**src/rtl/multi_clock_gater.sv**
```systemverilog
// Multi-channel glitch-free clock gater: per-channel idle-detect FSM with hysteresis,
// force-on, wake request/acknowledge, and a latch-based gate on each output clock.
`timescale 1ns/1ps

module multi_clock_gater #(
    parameter int NUM_CHANNELS   = 4,
    parameter int IDLE_CNT_WIDTH = 4,
    parameter int WAKE_CYCLES    = 2
) (
    input  logic                        clk,
    input  logic                        reset,
    input  logic                        i__scan_en,
    input  logic [NUM_CHANNELS-1:0]     i__busy,
    input  logic [NUM_CHANNELS-1:0]     i__force_on,
    input  logic [NUM_CHANNELS-1:0]     i__wake_req,
    input  logic [IDLE_CNT_WIDTH-1:0]   i__idle_threshold,
    output logic [NUM_CHANNELS-1:0]     o__wake_ack,
    output logic [NUM_CHANNELS-1:0]     o__clk_en,
    output logic                        o__all_off,
    output logic [NUM_CHANNELS-1:0]     o__gated_clk,
    output logic [2*NUM_CHANNELS-1:0]   o__dbg_state
);

    typedef enum logic [1:0] {
        ST_ON    = 2'd0,
        ST_DRAIN = 2'd1,
        ST_OFF   = 2'd2,
        ST_WAKE  = 2'd3
    } state_e;

    // Wake counter covers the full legal WAKE_CYCLES range of 1..15.
    localparam int                        WAKE_CNT_WIDTH = 4;
    localparam logic [WAKE_CNT_WIDTH-1:0] WAKE_LAST      = WAKE_CNT_WIDTH'(WAKE_CYCLES - 1);
    localparam logic [IDLE_CNT_WIDTH-1:0] IDLE_MAX       = '1;
    localparam logic [IDLE_CNT_WIDTH-1:0] IDLE_ONE       = IDLE_CNT_WIDTH'(1);

    logic [NUM_CHANNELS-1:0] off_vec;
    logic                    thr_zero;

    assign thr_zero = (i__idle_threshold == '0);

    // Wake handshake: a requester raises i__wake_req and holds it until o__wake_ack
    // is seen high; ack rises on the edge the channel is (or stays) in ON with the
    // request present, stays high while the request is held, and drops on the first
    // edge the request is seen low. The request also counts as activity.
    for (genvar g = 0; g < NUM_CHANNELS; g++) begin : g_ch
        state_e                    state_q, state_d;
        logic [IDLE_CNT_WIDTH-1:0] idle_q, idle_d;
        logic [WAKE_CNT_WIDTH-1:0] wake_q, wake_d;
        logic                      en_q, en_d;
        logic                      ack_q, ack_d;
        logic                      act;
        logic                      en_mux;
        logic                      en_lat;

        assign act = i__busy[g] | i__force_on[g] | i__wake_req[g];

        always_comb begin
            state_d = state_q;
            idle_d  = idle_q;
            wake_d  = wake_q;
            unique case (state_q)
                ST_ON: begin
                    idle_d = '0;
                    if (!act && !thr_zero) begin
                        state_d = ST_DRAIN;
                        idle_d  = IDLE_ONE;
                    end
                end
                ST_DRAIN: begin
                    if (act || thr_zero) begin
                        state_d = ST_ON;
                        idle_d  = '0;
                    end else if (idle_q >= i__idle_threshold) begin
                        state_d = ST_OFF;
                    end else if (idle_q != IDLE_MAX) begin
                        idle_d = idle_q + IDLE_ONE;
                    end
                end
                ST_OFF: begin
                    if (act) begin
                        state_d = ST_WAKE;
                        wake_d  = '0;
                        idle_d  = '0;
                    end
                end
                ST_WAKE: begin
                    // The wake sequence always completes, even if activity vanishes.
                    if (wake_q == WAKE_LAST) begin
                        state_d = ST_ON;
                        wake_d  = '0;
                        idle_d  = '0;
                    end else begin
                        wake_d = wake_q + WAKE_CNT_WIDTH'(1);
                    end
                end
                default: begin
                    state_d = ST_ON;
                    idle_d  = '0;
                    wake_d  = '0;
                end
            endcase
            en_d  = (state_d != ST_OFF);
            ack_d = i__wake_req[g] & (ack_q | (state_d == ST_ON));
        end

        always_ff @(posedge clk or negedge reset) begin
            if (!reset) begin
                state_q <= ST_ON;
                idle_q  <= '0;
                wake_q  <= '0;
                en_q    <= 1'b1;
                ack_q   <= 1'b0;
            end else begin
                state_q <= state_d;
                idle_q  <= idle_d;
                wake_q  <= wake_d;
                en_q    <= en_d;
                ack_q   <= ack_d;
            end
        end

        // Latch is transparent only while clk is low, so the AND below never
        // sees the enable change during the high phase.
        assign en_mux = en_q | i__scan_en;

        always_latch begin
            if (!clk) begin
                en_lat = en_mux;
            end
        end

        assign o__gated_clk[g]        = clk & en_lat;
        assign o__clk_en[g]           = en_q;
        assign o__wake_ack[g]         = ack_q;
        assign off_vec[g]             = (state_q == ST_OFF);
        assign o__dbg_state[2*g +: 2] = state_q;
    end

    always_ff @(posedge clk or negedge reset) begin
        if (!reset) begin
            o__all_off <= 1'b0;
        end else begin
            o__all_off <= &off_vec;
        end
    end

endmodule

```
**config.mk**
```make
export PLATFORM = sky130hd
export DESIGN_NAME = multi_clock_gater
export DESIGN_NICKNAME = d
export VERILOG_FILES = /design/src/rtl/multi_clock_gater.sv
export SDC_FILE = /design/constraint.sdc
export NUM_CORES = 1
export LEC_CHECK = 0
export CAP_MARGIN = 20
export CORE_ASPECT_RATIO = 0.75
export CORE_MARGIN = 4
export CORE_UTILIZATION = 43
export CTS_BUF_LIST = sky130_fd_sc_hd__clkbuf_8 sky130_fd_sc_hd__clkbuf_16
export DETAILED_ROUTE_END_ITERATION = 10
export PLACE_DENSITY = 0.72
export SYNTH_ARGS = -nofsm -noshare
export SYNTH_HDL_FRONTEND = slang
export SYNTH_SLANG_ARGS = --single-unit
```
**constraint.sdc**
```tcl
create_clock -name clk -period 6.3 [get_ports clk]
set_clock_uncertainty 0.15 [all_clocks]
set_input_delay 1.26 -clock clk [delete_from_list [all_inputs] [get_ports clk]]
set_output_delay 1.26 -clock clk [all_outputs]
set_load 0.03 [all_outputs]
```
# Word level (Yosys, flattened, before mapping)

Cells that the tools add are included.

Register bits after elaboration: 49
Latch bits: 4
Output and inout bits: 21

Add/subtract/negate cells: 8
Magnitude comparators: 4
Eq/ne operators: 40
Mux-type cells: 64
Bitwise logic cells: 24
Reduce and logical (&&, ||, !) cells: 35

Operators with widths:

| operator              | count |
|---|---|
| $mux W4               | 24 |
| $pmux W4 S4           | 4 |
| $mux W2               | 20 |
| $add A4 B1 Y4 const B | 8 |
| $pmux W2 S4           | 4 |
| $pmux W4 S2           | 4 |
| $ne A3 B3 Y1 const B  | 8 |
| $reduce_and A4 Y1     | 5 |
| $eq A2 B2 Y1 const B  | 8 |
| $eq A4 B1 Y1 const B  | 4 |
| $ge A4 B4 Y1          | 4 |
| $logic_not A2 Y1      | 8 |
| $ne A2 B2 Y1 const B  | 8 |
| $ne A4 B4 Y1 const B  | 4 |
| $or A1 B1 Y1          | 16 |
| $and A1 B1 Y1         | 8 |
| $eq A2 B1 Y1 const B  | 4 |
| $mux W1               | 8 |
| $ne A2 B1 Y1 const B  | 4 |
| $reduce_and A2 Y1     | 4 |
| $reduce_bool A2 Y1    | 4 |
| $logic_not A1 Y1      | 5 |
| $logic_and A1 B1 Y1   | 4 |
| $logic_not A4 Y1      | 1 |
| $logic_or A1 B1 Y1    | 4 |

# Longest topological paths before layout

Depth in word-level cells: 9
Mapped depth: 7
Mapped depth without buffers: 7

==> results.toml <==
[drt]
routed_wl_um = 6740
drc_errors = 0
postRouteAntennaNets = 0
drtIter0Drc = 129
routedWlPerCell_um = 14.2
first_pass_iters = 4
vias = 2627
viasPerCell = 5.52

[final_layout]
drive_gt1_frac = 0.0979
nets = 423
fill_cells = 627
diodes = 0
area_growth_syn_to_layout_pct = 19.0
fin_area_um2 = 3780

[setup_path]
crit_path_end = "o__gated_clk[2]"
crit_required_ns = 4.89
arrival_ns = 4.75
worst-path-stages = 2
reg2reg_slack_ns = 2.36
worstSetupStartpointType = "latch"
critical_path.max_fanout = 1
worst-r2r-cell-count = 1
reg2reg_to = "g_ch[1].en_lat"
cp-end-kind = "primary output"
timing.rr.start = "g_ch[1].en_q"
crit_chain = "and2_1, clkdlybuf4s50_1"
cp_num_buf_inv = 1
max_stage_delay_ns = 0.66
crit_start = "g_ch[2].en_lat"
critPathKind = "latch to primary output"
path_delay_family = "buffers and inverters"
slowest_stage = "clkdlybuf4s50_1"

[global_routing]
grt_overflow_total = 0
antenna_found_initial = 0
grt_pass1_wl_um = 11800
track_usage = 0.171
grt_max_degree = 50
grt_pass1_vias = 2583

[floorplanning]
core_um2 = 6990
fp.dieH_um = 82.5
fp.dieArea_um2 = 8850
start_util = 0.455
fp-row-count = 26
pin_count = 40
die_w_um = 107

[pwr]
p_comb_frac = 0.215
clkPwrFrac = 0.391
pwr-share-seq = 0.394
p_switching_mw = 0.383
p_int_mw = 0.673
leakage_nw = 1.57
swShare = 0.363
vdd_drop_max_mv = 0.239
p_per_area_nw_per_um2 = 279

[cts]
cts_setup_buffers = 0
clk_pin_slew_ns = 0.10
clock_latency_ns = 0.42
cts_hold_buf = 0
cts_tree = "done"
cts_resized = 0

[placement]
port-buffer-count = 39
place_congestion = 0.824
dp_hpwl_um = 5030
pre_cts_slack_ns = 0.603
dpl_cell_area_um2 = 3620

[yosys]
synthMostInstantiatedCell = "dfrtp_1"
netlist_area_um2 = 3180
synth-simple-area-share = 0.208
synth_commonest_cells = "dfrtp_1 (45), ha_1 (28), nand2_1 (27), o21ai_1 (26), inv_1 (20)"
async_flop_share = 0.925
synth_edf_count = 0
synth.distinct_cells = 60
synth.mux.area_fraction = 0
synth-adder-area-share = 0.110
yosys.area_share.xor_xnor = 0.00275
yosys-top-cells-area = "dfrtp_1 (35%), ha_1 (11%), o21ai_1 (4.1%)"
synthDominantCellAreaShare = 0.354
synth_top_family_by_area = "compound AO/OA/AOI/OAI gates"
ys_ff_latch = 53
synthCells = 339
synth_nets = 386
synth_compound_area_frac = 0.219
synth.largest_area_cell = "dfrtp_1"
avgSynthCellArea_um2 = 9.39
synth_ff_type = "dfrtp_1"
ys.warnings.count = 0

[job]
drv_cap = 0

[worst_hold_path]
hp-class = "flop to flop"

[timing]
slew_headroom = 0.468
drv_slew = 0
rsz0062_at_grt = "false"
worst_pin_slew_ns = 0.792
finalSetupTns_ns = 0
setup_viol = 0
hold_viol = 0
setup_slack_ns = 0.140
hold_ws_ns = 0.342

[run_status]
status = "completed"
==> state kept, by name (all words and copies together) (netlist names) <==
name,flops
g_ch.state_q,8
g_ch.idle_q,16
g_ch.en_q,4
g_ch.en_lat,4
g_ch.wake_q,16
g_ch.ack_q,4
o__all_off,1
==> power by group through the flow <==
stage	Clock, mW	Sequential [mW]	Combinational [mW]
floorplan	0.0752	0.424	0.147
global placement	0.123	0.421	0.224
detailed placement	0.123	0.423	0.229
CTS	0.430	0.416	0.230
global route	0.448	0.426	0.257
finish	0.413	0.416	0.227
==> metrics by stage <==
| stage | power, mW | util | cells |
|---|---|---|---|
| 4_1_cts | 1.08 | 0.541 | 476 |
| 2_1_floorplan | 0.647 | - | 339 |
| 5_1_grt | 1.13 | 0.541 | 476 |
| 6_report | 1.06 | 0.541 | 476 |
| 3_5_place_dp | 0.775 | 0.518 | 463 |
| 3_3_place_gp | 0.767 | 0.518 | 463 |
==> worst min path at each step <==
stage                            startpoint           endpoint  slack (ns)  depth (start not counted)
final                     g_ch[2].wake_q[3]  g_ch[2].wake_q[3]        0.34                          1
after CTS                 g_ch[2].wake_q[3]  g_ch[2].wake_q[3]        0.34                          1
after floorplan           g_ch[0].wake_q[3]  g_ch[0].wake_q[3]        0.29                          1
after global placement    g_ch[0].wake_q[3]  g_ch[0].wake_q[3]        0.32                          1
after global routing      g_ch[2].wake_q[3]  g_ch[2].wake_q[3]        0.36                          1
after detailed placement  g_ch[2].wake_q[3]  g_ch[2].wake_q[3]        0.32                          1
==> logic make-up after synthesis <==
kind of cell,Yosys count
latches,4
xor gates and xnor gates,1
DFF,49
adders and majority gates,28
and+or+nand+nor,121
buffers and inverters,37
AOI/OAI and AO/OA,99
==> layout make-up <==
| type | count | area [um^2] | share of cell area |
|---|---|---|---|
| inverter | 22 | 82.6 | 0.0218 |
| tap | 98 | 123 | 0.0324 |
| sequential | 53 | 1290 | 0.341 |
| multi-input combinational | 249 | 1720 | 0.456 |
| clock buffer | 14 | 191 | 0.0506 |
| timing repair buffer | 37 | 360 | 0.0952 |
| clock inverter | 3 | 12.5 | 0.00331 |
==> metal layers <==
| metal | track usage | up-vias | routed length [um] |
|---|---|---|---|
| met3 | 0.0591 | 16 | 504 |
| met1 | 0.221 | 1220 | 3200 |
| li1 | - | 1310 | - |
| met4 | 0.0881 | 0 | 154 |
| met5 | 0 | - | 0 |
| met2 | 0.257 | 81 | 2880 |
==> placed cells by master, fill, tap and decap left out, types with 11 or more instances in the layout <==
cell type | synthesis | final
ha_1 | 28 | 28
nor2_1 | 14 | 14
clkdlybuf4s50_1 | 0 | 37
nand2_1 | 27 | 27
inv_1 | 20 | 22
o21ai_1 | 26 | 26
nand3_1 | 19 | 19
o31ai_1 | 11 | 11
a21oi_1 | 13 | 13
dfrtp_1 | 45 | 45
No activity file was read; power rests on OpenSTA's default activity.
